$ cat src/rtl/alu_result_tx.sv
// Response packetizer: frames one ALU result as opcode, 0x00, length LSB/MSB, then payload LSB-first.
// Optional ALU_TX_CHECKSUM_EN appends an XOR checksum byte covering every preceding frame byte.
module alu_result_tx #(
  parameter int MAX_BYTES = 8
) (
  input  logic                   clk,
  input  logic                   rst,
  input  logic [7:0]             opcode_i,
  input  logic [8*MAX_BYTES-1:0] data_i,
  input  logic [3:0]             nbytes_i,
  input  logic                   valid_i,
  output logic                   ready_o,
  output logic [7:0]             tx_data_o,
  output logic                   tx_valid_o,
  input  logic                   tx_ready_i,
  output logic                   busy_o,
  output logic                   done_o
);

  localparam int HDR_BYTES = 4;

`ifdef ALU_TX_CHECKSUM_EN
  typedef enum logic [1:0] {S_IDLE, S_HDR, S_DATA, S_CSUM} state_t;
`else
  typedef enum logic [1:0] {S_IDLE, S_HDR, S_DATA} state_t;
`endif

  state_t                 state, state_nxt;
  logic [7:0]             opcode_r;
  logic [8*MAX_BYTES-1:0] data_r;
  logic [3:0]             n_r;
  logic [3:0]             idx;
  logic [15:0]            len;
  logic [7:0]             data_byte;
  logic                   accept;
  logic                   hs;
  logic                   fin;
`ifdef ALU_TX_CHECKSUM_EN
  logic [7:0]             csum_r;
`endif

  function automatic logic [3:0] clamp_count(input logic [3:0] n);
    if (int'(n) > MAX_BYTES) return 4'(MAX_BYTES);
    return n;
  endfunction

  assign ready_o    = (state == S_IDLE);
  assign busy_o     = ~ready_o;
  assign tx_valid_o = ~ready_o;
  assign accept     = ready_o & valid_i;
  assign hs         = tx_valid_o & tx_ready_i;
  assign data_byte  = 8'(data_r >> {idx, 3'b000});

`ifdef ALU_TX_CHECKSUM_EN
  assign len = 16'(HDR_BYTES) + 16'(n_r) + 16'd1;
`else
  assign len = 16'(HDR_BYTES) + 16'(n_r);
`endif

  // state register
  always_ff @(posedge clk or posedge rst) begin
    if (rst) state <= S_IDLE;
    else     state <= state_nxt;
  end

  // next-state logic; fin marks the handshake of the last payload/header byte
  always_comb begin
    state_nxt = state;
    fin       = 1'b0;
    case (state)
      S_IDLE: if (valid_i) state_nxt = S_HDR;
      S_HDR: begin
        if (hs && idx == 4'd3) begin
          if (n_r != 4'd0) state_nxt = S_DATA;
          else             fin = 1'b1;
        end
      end
      S_DATA: if (hs && idx == n_r - 4'd1) fin = 1'b1;
`ifdef ALU_TX_CHECKSUM_EN
      S_CSUM: if (hs) state_nxt = S_IDLE;
`endif
      default: state_nxt = S_IDLE;
    endcase
`ifdef ALU_TX_CHECKSUM_EN
    if (fin) state_nxt = S_CSUM;
`else
    if (fin) state_nxt = S_IDLE;
`endif
  end

  // capture and byte-index registers
  always_ff @(posedge clk or posedge rst) begin
    if (rst) begin
      opcode_r <= 8'h00;
      data_r   <= '0;
      n_r      <= 4'd0;
      idx      <= 4'd0;
`ifdef ALU_TX_CHECKSUM_EN
      csum_r   <= 8'h00;
`endif
    end else if (accept) begin
      opcode_r <= opcode_i;
      data_r   <= data_i;
      n_r      <= clamp_count(nbytes_i);
      idx      <= 4'd0;
`ifdef ALU_TX_CHECKSUM_EN
      csum_r   <= 8'h00;
`endif
    end else begin
      if (state_nxt != state) idx <= 4'd0;
      else if (hs)            idx <= idx + 4'd1;
`ifdef ALU_TX_CHECKSUM_EN
      if (hs) csum_r <= csum_r ^ tx_data_o;
`endif
    end
  end

  // output decode
  always_comb begin
    tx_data_o = 8'h00;
    done_o    = hs && (state != S_IDLE) && (state_nxt == S_IDLE);
    case (state)
      S_HDR: begin
        case (idx[1:0])
          2'd0:    tx_data_o = opcode_r;
          2'd1:    tx_data_o = 8'h00;
          2'd2:    tx_data_o = len[7:0];
          default: tx_data_o = len[15:8];
        endcase
      end
      S_DATA: tx_data_o = data_byte;
`ifdef ALU_TX_CHECKSUM_EN
      S_CSUM: tx_data_o = csum_r;
`endif
      default: tx_data_o = 8'h00;
    endcase
  end

endmodule

$ cat config.mk
export PLATFORM = sky130hd
export DESIGN_NAME = alu_result_tx
export DESIGN_NICKNAME = d
export VERILOG_FILES = /design/src/rtl/alu_result_tx.sv
export SDC_FILE = /design/constraint.sdc
export NUM_CORES = 1
export LEC_CHECK = 0
export CAP_MARGIN = 20
export CORE_ASPECT_RATIO = 1.5
export CORE_UTILIZATION = 51
export DETAILED_ROUTE_END_ITERATION = 8
export HOLD_SLACK_MARGIN = 0.15
export PLACE_DENSITY = 0.81
export SYNTH_ARGS = -nofsm -noshare
export SYNTH_HDL_FRONTEND = slang
export SYNTH_SLANG_ARGS = --single-unit
export TNS_END_PERCENT = 10
$ cat constraint.sdc
create_clock -name clk -period 3.5 [get_ports clk]
set_clock_uncertainty 0.15 [all_clocks]
set_input_delay 0.7 -clock clk [delete_from_list [all_inputs] [get_ports clk]]
set_output_delay 0.7 -clock clk [all_outputs]
set_load 0.01 [all_outputs]
Yosys cells after proc, flatten, opt, wreduce, memory -nomap -nowiden
Cells that the tools add are included.

storage, ports and cells
  register bits after elaboration = 82
  input port bits = 80
  output and inout bits = 12

operators by class
  add/subtract/negate cells = 3
  magnitude comparators = 1
  equality and inequality tests = 7
  shift-type cells = 1
  muxes and demuxes = 18
  bitwise gates (word level) = 3
  reductions and logical operators = 10

operators by type and width
  kind                   count
  $shr A64 B7 Y8         1
  $pmux W8 S3            1
  $mux W4                5
  $pmux W8 S2            1
  $mux W2                4
  $logic_not A2 Y1       3
  $pmux W2 S3            1
  $add A3 B4 Y5 const A  1
  $mux W1                5
  $add A4 B1 Y4 const B  1
  $eq A2 B1 Y1 const B   2
  $eq A2 B2 Y1 const B   2
  $eq A4 B2 Y1 const B   1
  $eq A4 B4 Y1           1
  $gt A4 B4 Y1 const B   1
  $logic_and A1 B1 Y1    4
  $reduce_bool A4 Y1     1
  $sub A4 B1 Y4 const B  1
  $reduce_bool A3 Y1     1
  $and A1 B1 Y1          2
  $ne A2 B2 Y1           1
  $pmux W1 S2            1
  $reduce_bool A2 Y1     1
  $not A1 Y1             1

Logic depth before layout (Yosys ltp)
  word-level depth = 10
  mapped depth = 8

Worst setup path before layout
Ideal clock, no wire load.

  kind = register -> output
  start point = register state[0]
  end point = output done_o
  arrival time = 2.164 ns
  data required time = 2.650 ns
  slack = 0.486 ns
  stages on the path, launching flop included = 9
  buffers on the path = 1
  cell sequence = dfrtp_1 -> inv_1 -> ha_1 -> nand2b_1 -> clkbuf_2 -> or4_4 -> o31ai_4 -> a31oi_1 -> nor2_1

between the ends
  longest elaborated chain between the ends = 9
  elaborated cells on any way between the ends = 19
  classes of those cells = 2 x eq/ne; 8 x mux; 2 x bitwise; 7 x reduce/logical

RTL lines
  what                                        RTL line  source
  start: declaration                          28        state_t state, state_nxt;
  start signal: assignment                    63        else state <= state_nxt;
  $logic_not A2 Y1 *                          47        assign ready_o = (state == S_IDLE);
  net ready_o                                 12        output logic ready_o,
  $not A1 Y1                                  49        assign tx_valid_o = ~ready_o;
  $and A1 B1 Y1                               51        assign hs = tx_valid_o & tx_ready_i;
  $logic_and A1 B1 Y1 (on tied branches)      73, 78
  $mux W2 (tied with other cells)             73        if (hs && idx == 4'd3) begin
  $pmux W2 S3 or $pmux W1 S2 (tied branches)  70        case (state)
  $mux W2                                     87        if (fin) state_nxt = S_IDLE;
  $logic_not A2 Y1                            121       done_o = hs && (state != S_IDLE) && (state_nxt == S_IDLE);
  $logic_and A1 B1 Y1 *                       121
  end: declaration                            17        output logic done_o

The timed path passes the listed nets; every way through them passes the cells marked *.

Worst setup path in the final report
  start point = register idx[0]
  end point = output tx_data_o[6]

between the ends
  longest elaborated chain between the ends = 3
  elaborated cells on any way between the ends = 6
  classes of those cells = 2 x eq/ne; 1 x shift; 2 x mux; 1 x reduce/logical

RTL lines
  what                                                                    RTL line  source
  start: declaration                                                      32        logic [3:0] idx;
  start signal: assignment                                                111       else if (hs) idx <= idx + 4'd1;
  parallel branches: the longest is 2 deep, another holds $shr A64 B7 Y8  n/a
  $pmux W8 S2 *                                                           122       case (state)
  end: declaration                                                        13        output logic [7:0] tx_data_o,

Every way passes the cells marked *.

==> run metrics <==
placed cells=a little under 500; Distinct cells, synth=38; Worst-Skew Late Latency=~0.33 ns; root buffer cell=clkbuf_16; Fmax=0.2972 GHz; hold_sp=data_r[16]; die width=75.30 µm; vias=2755; XOR/XNOR share of the synthesized area=0.01492; # port buffers=91; share of post-route cells with drive strength above 1=0.2938; global route overflow=0; switching share of power=0.3144; area occupied by registers=~2100 µm²; hold depth=1; GPL Wtd Cong=between 0.8 and 0.9; syn nets=397; initial antenna violation count=0; slack of the worst reg-to-reg path=between 1 and 1.5 ns; internal power=around 3.1 mW; final routed DRC violation total=0; proportion of synthesized area in mux cells=0.3044; critical setup path kind=reg2out; sequential-to-total area share from yosys stat=0.4992; DR iter-0 viols=~140; R2R Path Start=state[1]; period utilisation layout=0.9614; Synth Area in Compound Gates=0.05875; max cap viols=0; Die Ht=112.0 µm; Mapped Cells=roughly 310; Async S/R FF share, synth=1.000; adder-cell share of the synthesized area=0.03044; largest stage delay on the critical path=between 0.5 and 0.6 ns; Hold Violations, Final=0; Netlist Area Pre-Place=between 4000 and 5000 µm²; CP max stage cell=mux4_2; largest family of logic cells by synthesized area=multiplexers; Detail Placement HPWL=approximately 6300 µm; Max Slew Vio Count=0; syn avg cell area=approximately 13 µm²; Filler Cells Inserted=586; CP required=around 2.7 ns; RSZ-0062 raised after global routing=false; CTS max path bufs=2; Finished Layout Cells=507; final setup fails=0; total power=4.468 mW; status=complete, no violations; Worst R2R Path Depth=5; drt total wl=8666 µm; Inserted Clock Buffers=9; Worst-path clk slew=roughly 0.05 ns; Flop pwr share=0.373; critical path capture point type=primary output; Max FO, Critical Path=20; Top Family by Delay on Critical Path=multiplexers; Area Overhead vs Synth=32.79%; WHS=~0.35 ns; max_slew headroom=0.3591; Synth Area in Simple Gates=0.05997; Hold WC Path Type=reg2reg; drt wl/cell=approximately 17 µm; Net Sw Power=around 1.4 mW; 1st-pass router iterations=4; pin count of the biggest net entering global routing=just over 80; Layout Utilization=0.7079; predominant post-synthesis flop cell=dfrtp_1; Post-CTS Repair Setup Buffers=0; leak pwr=2.205 nW; Comb pwr share=0.431; Clk pwr share=0.197; crit start category=register; vias in the first global route=approximately 2900; RR Endpoint=data_r[38]; number of synthesized flops with an enable pin=0; # diodes=0; yosys warns=0; initial cell density of the core=0.5331; TritonCTS clock tree=done; CP bufs+invs=2; Tot GR Track Use=0.2299; CORE AREA=approximately 7700 µm²; die area=about 8400 µm²; Antenna Nets Post-Route=0; IO Pins=approximately 90; multi-input combinational cell area=between 1500 and 2000 µm²; row count=39; clk sinks=slightly above 80; FF+latch count, synth=between 80 and 90; Setup Total Neg Slack=0 ns; minimum clock period=roughly 3.4 ns; Least-Margin Pin Slew=0.9614 ns; first-pass GRT wire length=about 14000 µm; Worst Hold End=data_r[16]; pwr dens=between 800 and 900 nW/µm²; IR drop worst, VDD=~0.53 mV; via-per-instance ratio=~5.4; Nets=490; crit path DAT=between 2 and 3 ns; Max H-tree Level=3; Critical Path, Cell by Cell=buf_12 > mux4_2 > mux2i_1 > o21ai_0 > and2_1 > clkdlybuf4s50_1
[cell usage in the layout (no fill, tap or decap), types with 2 or more instances in the layout]
cell type,Yosys,final
ha_1,10,10
o21a_1,3,3
a22oi_1,6,6
nand3b_1,3,3
buf_4,1,9
o21ai_0,10,10
clkbuf_16,0,9
and2_1,5,5
mux2i_1,8,8
nand3_1,8,8
xnor2_1,6,6
clkbuf_8,0,3
dfrtp_1,82,82
nand2_1,8,8
mux2_2,72,72
buf_12,0,2
clkinv_2,0,3
clkbuf_1,13,2
mux4_2,16,16
o22ai_1,3,3
nor2_1,8,8
clkdlybuf4s50_1,0,90
inv_1,13,12
nand2b_1,2,2
and3_1,5,5
o31ai_1,2,2
a31oi_1,4,4
[synthesized netlist by cell type, types with 2 or more instances]
cell,instances,area (µm²)
inv_1,13,48.80
dfrtp_1,82,2052
mux4_2,16,360.4
xnor2_1,6,52.55
o31ai_1,2,15.01
o21ai_0,10,50.05
and3_1,5,31.28
o22ai_1,3,18.77
mux2_2,72,810.8
nor2_1,8,30.03
o21a_1,3,22.52
nand2b_1,2,12.51
buf_2,3,15.01
a22oi_1,6,45.04
and2_1,5,31.28
nand3_1,8,40.04
mux2i_1,8,80.08
ha_1,10,125.1
nand2_1,8,30.03
nand3b_1,3,22.52
a31oi_1,4,25.02
buf_1,2,7.510
clkbuf_1,13,48.80
[how the worst max path moves through the flow]
stage | cells past startpoint | endpoint | start | slack (ns)
2_1_floorplan | 8 | done_o | state[0] | 0.49
3_3_place_gp | 7 | done_o | tx_ready_i | -0.04
3_5_place_dp | 7 | done_o | tx_ready_i | -0.07
4_1_cts | 6 | tx_data_o[6] | idx[0] | 0.11
5_1_grt | 6 | tx_data_o[1] | idx[0] | 0.01
6_report | 6 | tx_data_o[6] | idx[0] | 0.14
[layout make-up]
class,instances,share of cell area
Sequential cell,82,0.3760
Inverter,13,0.009170
Multi-Input combinational cell,192,0.3530
Clock inverter,2,0.001834
Tap cell,102,0.02338
Timing Repair Buffer,102,0.1864
Clock buffer,14,0.05021
[state kept, by name (all words and copies together), names as in the netlist]
register and flops:
data_r 64, opcode_r 8, idx 4, n_r 4
state 2
[per-stage QoR]
stage / setup WS (ns) / cell area, µm²
2_1_floorplan: 0.4858 / 4110
3_3_place_gp: -0.04423 / 5175
3_5_place_dp: -0.07192 / 5175
4_1_cts: 0.1113 / 5458
5_1_grt: 0.01114 / 5458
6_report: 0.1350 / 5458
[routing by layer]
layer | routed length, µm | up-vias | track usage
met5 | 0 | - | 0
met2 | 4714 | 83 | 0.3821
met3 | 355 | 12 | 0.05430
met1 | 3417 | 1357 | 0.2838
met4 | 179 | 0 | 0.09012
li1 | - | 1303 | -
[cell families after synthesis]
kind of cell             Yosys count
AND/OR/NAND/NOR                   45
XOR/XNOR                           7
buffers and inverters             33
flip-flops                        82
AO/OA/AOI/OAI                     34
adder cells (fa/ha/maj)           10
multiplexers                      96
[power groups by stage]
stage          sequential, mW  combinational (mW)  clock, mW
6_report                 1.67                1.92      0.879
5_1_grt                  1.72                2.09      0.938
4_1_cts                  1.67                1.95      0.900
3_5_place_dp             1.68                1.94          0
3_3_place_gp             1.66                1.90          0
2_1_floorplan            1.60                1.40          0
[repair_timing]
action | in CTS | in global routing
endpoints found under the hold margin | 0 | 0
resized for setup | 1 | 0
hold buffers | 0 | 0
setup endpoints to repair | 1 | 0
(Power assumes the default switching activity.)
